**config.mk**
```make
export PLATFORM = sky130hd
export DESIGN_NAME = instruction_fetch_stage
export DESIGN_NICKNAME = d
export VERILOG_FILES = /design/src/rtl/fetch_pkg.sv /design/src/rtl/if_id_register.sv /design/src/rtl/instruction_fetch_stage.sv
export SDC_FILE = /design/constraint.sdc
export NUM_CORES = 1
export LEC_CHECK = 0
export ABC_AREA = 1
export ABC_CLOCK_PERIOD_IN_PS = 4100
export BUFFER_PORTS_ARGS = -buffer_cell sky130_fd_sc_hd__buf_2
export CAP_MARGIN = 20
export CORE_MARGIN = 10
export CORE_UTILIZATION = 47
export DETAILED_ROUTE_END_ITERATION = 10
export GPL_TIMING_DRIVEN = 0
export PLACE_DENSITY = 0.89
export RECOVER_POWER = 50
export SYNTH_ARGS = -nofsm -noshare
export SYNTH_HDL_FRONTEND = slang
export SYNTH_SLANG_ARGS = --single-unit
```
**constraint.sdc**
```tcl
create_clock -name Clk -period 4.1 [get_ports Clk]
set_input_delay 0.82 -clock Clk [delete_from_list [all_inputs] [get_ports Clk]]
set_output_delay 0.82 -clock Clk [all_outputs]
set_load 0.1 [all_outputs]
```
**src/rtl/fetch_pkg.sv**
```systemverilog
// Shared types and constants for the fetch stage: IF/ID payload bundle and register control ops.
package fetch_pkg;

  localparam logic [31:0] RESET_PC_DEFAULT = 32'h0000_0000;
  localparam logic [31:0] NOP_WORD_DEFAULT = 32'h0000_0000;
  localparam logic [31:0] PC_INCR          = 32'd4;

  typedef struct packed {
    logic [31:0] instruction;
    logic [31:0] pcplus4;
    logic        valid;
  } ifid_t;

  typedef enum logic [1:0] {
    IFID_LOAD   = 2'd0,
    IFID_HOLD   = 2'd1,
    IFID_BUBBLE = 2'd2
  } ifid_op_t;

endpackage

```
**src/rtl/if_id_register.sv**
```systemverilog
// IF/ID pipeline register: loads a fetched payload, holds it, or replaces it with a bubble.
// One-cycle latency; a hold keeps the payload unchanged for as long as the stage is stalled.
module if_id_register
  import fetch_pkg::*;
#(
  parameter logic [31:0] NOP_WORD = NOP_WORD_DEFAULT
) (
  input  logic     clk,
  input  logic     rst,
  input  ifid_op_t op,
  input  ifid_t    load_dat,
  output ifid_t    payload
);

  ifid_t bubble;
  assign bubble = '{instruction: NOP_WORD, pcplus4: 32'd0, valid: 1'b0};

  always_ff @(posedge clk or posedge rst) begin
    if (rst) begin
      payload <= bubble;
    end else begin
      case (op)
        IFID_LOAD:   payload <= load_dat;
        IFID_BUBBLE: payload <= bubble;
        default:     payload <= payload;
      endcase
    end
  end

endmodule

```
**src/rtl/instruction_fetch_stage.sv**
```systemverilog
// PC register, next-PC selection (redirect > stall/flush > sequential) and saturating fetch counter.
// Fetch latency 1 cycle; Stall freezes PC, IF/ID and the counter; no input reaches an output combinationally.
module instruction_fetch_stage
  import fetch_pkg::*;
#(
  parameter logic [31:0] RESET_PC = RESET_PC_DEFAULT,
  parameter logic [31:0] NOP_WORD = NOP_WORD_DEFAULT
) (
  input  logic        Clk,
  input  logic        Reset,
  output logic [31:0] IF_PC,
  input  logic [31:0] IF_Instruction,
  input  logic        Stall,
  input  logic        Flush,
  input  logic        RedirectValid,
  input  logic [31:0] RedirectTarget,
  output logic [31:0] ID_Instruction,
  output logic [31:0] ID_PCPlus4,
  output logic        ID_Valid,
  output logic [31:0] FetchCount
);

  logic [31:0] pc;
  logic [31:0] pc_plus4;
  logic [31:0] next_pc;
  logic [31:0] fetch_count;
  logic        count_en;
  ifid_op_t    ifid_op;
  ifid_t       load_dat;
  ifid_t       payload;

  assign pc_plus4 = pc + PC_INCR;
  assign load_dat = '{instruction: IF_Instruction, pcplus4: pc_plus4, valid: 1'b1};

  always_comb begin
    next_pc  = pc_plus4;
    ifid_op  = IFID_LOAD;
    count_en = 1'b0;
    if (RedirectValid) begin
      next_pc = {RedirectTarget[31:2], 2'b00};
      ifid_op = IFID_BUBBLE;
    end else if (Stall) begin
      next_pc = pc;
      ifid_op = Flush ? IFID_BUBBLE : IFID_HOLD;
    end else if (Flush) begin
      ifid_op = IFID_BUBBLE;
    end else begin
      count_en = 1'b1;
    end
  end

  always_ff @(posedge Clk or posedge Reset) begin
    if (Reset) begin
      pc          <= RESET_PC;
      fetch_count <= 32'd0;
    end else begin
      pc <= next_pc;
      // Saturate rather than wrap so a long-running counter never reads as small.
      if (count_en && (fetch_count != 32'hFFFF_FFFF)) begin
        fetch_count <= fetch_count + 32'd1;
      end
    end
  end

  if_id_register #(
    .NOP_WORD (NOP_WORD)
  ) u_if_id (
    .clk      (Clk),
    .rst      (Reset),
    .op       (ifid_op),
    .load_dat (load_dat),
    .payload  (payload)
  );

  assign IF_PC          = pc;
  assign ID_Instruction = payload.instruction;
  assign ID_PCPlus4     = payload.pcplus4;
  assign ID_Valid       = payload.valid;
  assign FetchCount     = fetch_count;

endmodule
```
==> results.sh <==
export IMPL_run_status="complete, but fails checks"
export IMPL_failed_checks="max-capacitance violations, max-slew violations"
export IMPL_max_slew_margin_rel=-0.116
export IMPL_cts_hold_buffers=0
export IMPL_placeableCoreArea_mm2=0.0139
export IMPL_tritoncts_num_buffers=17
export IMPL_fp_dieArea_mm2=0.0194
export IMPL_timing_reg2reg_worst_path_depth=11
export IMPL_first_global_vias=6725
export IMPL_rows=43
export IMPL_cells_after_synth=895
export IMPL_r2r_start="FetchCount[0]"
export IMPL_fillers=1252
export IMPL_vias_per_cell=5.15
export IMPL_place_inst=1271
export IMPL_whs_ns=0.474
export IMPL_buffer_count_from_post_cts_setup_fixing=0
export IMPL_seq_area_frac_synth=0.471
export IMPL_rsz0062_at_grt="no"
export IMPL_ir_drop_uv=304
export IMPL_dp_hpwl_mm=16.4
export IMPL_stdcell_count=1302
export IMPL_wire_length_of_the_first_global_routing_pass_mm=34.5
export IMPL_globalRoute_totalOverflow=0
export IMPL_path_clk_slew_ns=0.06
export IMPL_post_layout_total_power_mw=3.83
export IMPL_drtIter0Drc=546
export IMPL_gp_congestion=0.957
export IMPL_critical_path_cell_list="ha_1 > inv_1 > nor2_1 > nand2_4 > nor2_8 > nand2_1 > nand2_1 > clkinvlp_2 > clkbuf_1 > nand2_1 > nand2_1"
export IMPL_cp_max_stage_cell="sky130_fd_sc_hd__clkinvlp_2"
export IMPL_routed_wl_mm=21.5
export IMPL_detail_route_drc_violations=0
export IMPL_cts_repair_resize_count=0
export IMPL_tritoncts="done"
export IMPL_worstHoldStart="u_if_id.payload[7]"
export IMPL_ant_nets=0
export IMPL_cts_buffer_depth=2
export IMPL_critical_path_startpoint_type="flop"
export IMPL_synth_top_cell_area_share=0.471
export IMPL_floorplan_initialDensity=0.481
export IMPL_utilization=0.608
export IMPL_max_freq_mhz=338
export IMPL_hold_violations=0
export IMPL_die_x_um=139
export IMPL_synthesis_to_finish_area_growth_pct=26.3
export IMPL_worst_skew_pair_late_latency_ns=0.42
export IMPL_synth_seq_cells=126
export IMPL_critical_path_max_fanout=10
export IMPL_top_level_ports=198
export IMPL_crit_path_end="FetchCount[9]"
export IMPL_power_per_cell_area_mw_per_mm2=452
export IMPL_timing_critical_path_depth=11
export IMPL_async_reset_ff_frac=1.00
export IMPL_syn_area_mm2=0.00670
export IMPL_clock_skew_final_ns=0.00767
export IMPL_min_delay_path_class="reg -> reg"
export IMPL_post_synth_top_area_cell="sky130_fd_sc_hd__dfrtp_1"
export IMPL_drive_gt1_frac=0.219
export IMPL_synthTopCellsByArea="sky130_fd_sc_hd__dfrtp_1 47%, sky130_fd_sc_hd__nand2_1 23%, sky130_fd_sc_hd__a22o_1 5.6%"
export IMPL_syn_area_per_cell_um2=7.49
export IMPL_r2r_end="FetchCount[9]"
export IMPL_grt_start_max_net_pins=38
export IMPL_cts_htree_levels=4
export IMPL_r2r_slack_ns=1.14
export IMPL_avgRoutedWirePerCell_um=16.5
export IMPL_cp_top_family="simple AND/OR/NAND/NOR gates"
export IMPL_num_nets_final=1181
export IMPL_timing_critical_path_from="FetchCount[0]"
export IMPL_max_slew_worst_pin_slew_ns=1.67
export IMPL_synth_edf_count=0
export IMPL_ff_latch_area_mm2=0.00315
export IMPL_path_class="reg -> reg"
export IMPL_layout_min_cycle_time_ns=2.96
export IMPL_cts_root_buffer_cell="sky130_fd_sc_hd__clkbuf_16"
export IMPL_antenna_diode_instance_count=0
export IMPL_die_h_um=139
export IMPL_crit_path_arrival_time_ns=3.26
export IMPL_critical_path_n_buffers_inverters=3
export IMPL_mostFrequentLayoutCell="sky130_fd_sc_hd__nand2_1"
export IMPL_slew_viol_final=37
export IMPL_synth_cell_types=33
export IMPL_crit_path_end_kind="flop"
export IMPL_critical_path_max_stage_delay_ns=0.45
export IMPL_mostFrequentLayoutCells="413 x sky130_fd_sc_hd__nand2_1, 197 x sky130_fd_sc_hd__buf_2, 126 x sky130_fd_sc_hd__dfrtp_1"
export IMPL_cap_viol_max_count=1
export IMPL_num_vias=6699
export IMPL_dr_pass1_iters=5
export IMPL_grt_antenna_before_repair=1
export IMPL_setup_viol=0
export IMPL_setup_tns_ns=0
export IMPL_synth_main_ff_cell="sky130_fd_sc_hd__dfrtp_1"
export IMPL_static_leakage_power_nw=4.66
export IMPL_crit_required_ns=4.40
export IMPL_critPathMostFrequentCell="sky130_fd_sc_hd__nand2_1"
export IMPL_gr_usage_total=0.216
export IMPL_port_buffer_count=192
export IMPL_numClockSinks=126
export IMPL_timing_final_crit_share=0.722
export IMPL_multiInputGateArea_mm2=0.00305
export IMPL_synth_yosys_warnings=0
area by class of cell:
| type | count | share of cell area |
|---|---|---|
| well taps | 180 | 0.0266 |
| repair buffers | 195 | 0.119 |
| multi-input cells | 664 | 0.360 |
| plain buffers | 28 | 0.0173 |
| clock inverters | 11 | 0.0167 |
| clock buffers | 20 | 0.0539 |
| flip-flops and latches | 126 | 0.372 |
| inverters | 78 | 0.0349 |
worst reg2reg max path, stage by stage, from the launching register on:
cell and delay, ns:
sky130_fd_sc_hd__dfrtp_1 0.41, sky130_fd_sc_hd__ha_1 0.24, sky130_fd_sc_hd__inv_1 0.07, sky130_fd_sc_hd__nor2_1 0.39
sky130_fd_sc_hd__nand2_4 0.14, sky130_fd_sc_hd__nor2_8 0.15, sky130_fd_sc_hd__nand2_1 0.14, sky130_fd_sc_hd__nand2_1 0.32
sky130_fd_sc_hd__clkinvlp_2 0.45, sky130_fd_sc_hd__clkbuf_1 0.33, sky130_fd_sc_hd__nand2_1 0.13, sky130_fd_sc_hd__nand2_1 0.06
Yosys cell counts, drive strengths merged, types with 2 or more instances:
cell type and number:
nand2 415, dfrtp 126, nor2 100, inv 78, a22o 43, nand3 33, o21ai 25, buf 22
xor2 20, xnor2 8, clkbuf 6, o211ai 4, nand4 3, o21bai 3, ha 2, nand3b 2
per-stage QoR:
| step | area [um2] | worst slack, ns |
|---|---|---|
| floorplan | 6710 | 1.73 |
| global placement | 7900 | 0.893 |
| CTS | 8550 | 1.88 |
| global route | 8470 | 0.946 |
| finish | 8470 | 1.14 |
| detailed placement | 7960 | 1.74 |
logic make-up after synthesis:
logic type      share of synthesized area
fa+ha+maj                         0.00373
flops                               0.470
xor+xnor                           0.0366
simple gates                        0.336
buf+inv                            0.0691
other cells                      0.000560
compound gates                     0.0840
power by group:
group	switching [mW]	total [mW]	internal (mW)
registers	0.0859	1.40	1.31
logic	0.737	0.896	0.159
clock network	0.556	1.54	0.980
total	1.38	3.83	2.45
state kept, by name, summed over array words and instances (netlist names):
signal,cells
u_if_id.payload,64
IF_PC,30
FetchCount,32
layer usage:
metal  wire length (um)  track usage
met4                289       0.0643
met3               1950       0.0708
met2              10900        0.368
met5                  0            0
met1               8390        0.253
worst min-delay path by stage:
| stage | end | depth (start not counted) |
|---|---|---|
| floorplan | IF_PC[5] | 2 |
| global placement | u_if_id.payload[26] | 2 |
| detailed placement | u_if_id.payload[17] | 2 |
| CTS | u_if_id.payload[26] | 2 |
| global route | u_if_id.payload[7] | 2 |
| finish | u_if_id.payload[7] | 2 |
No activity file was read; power rests on OpenSTA's default activity.
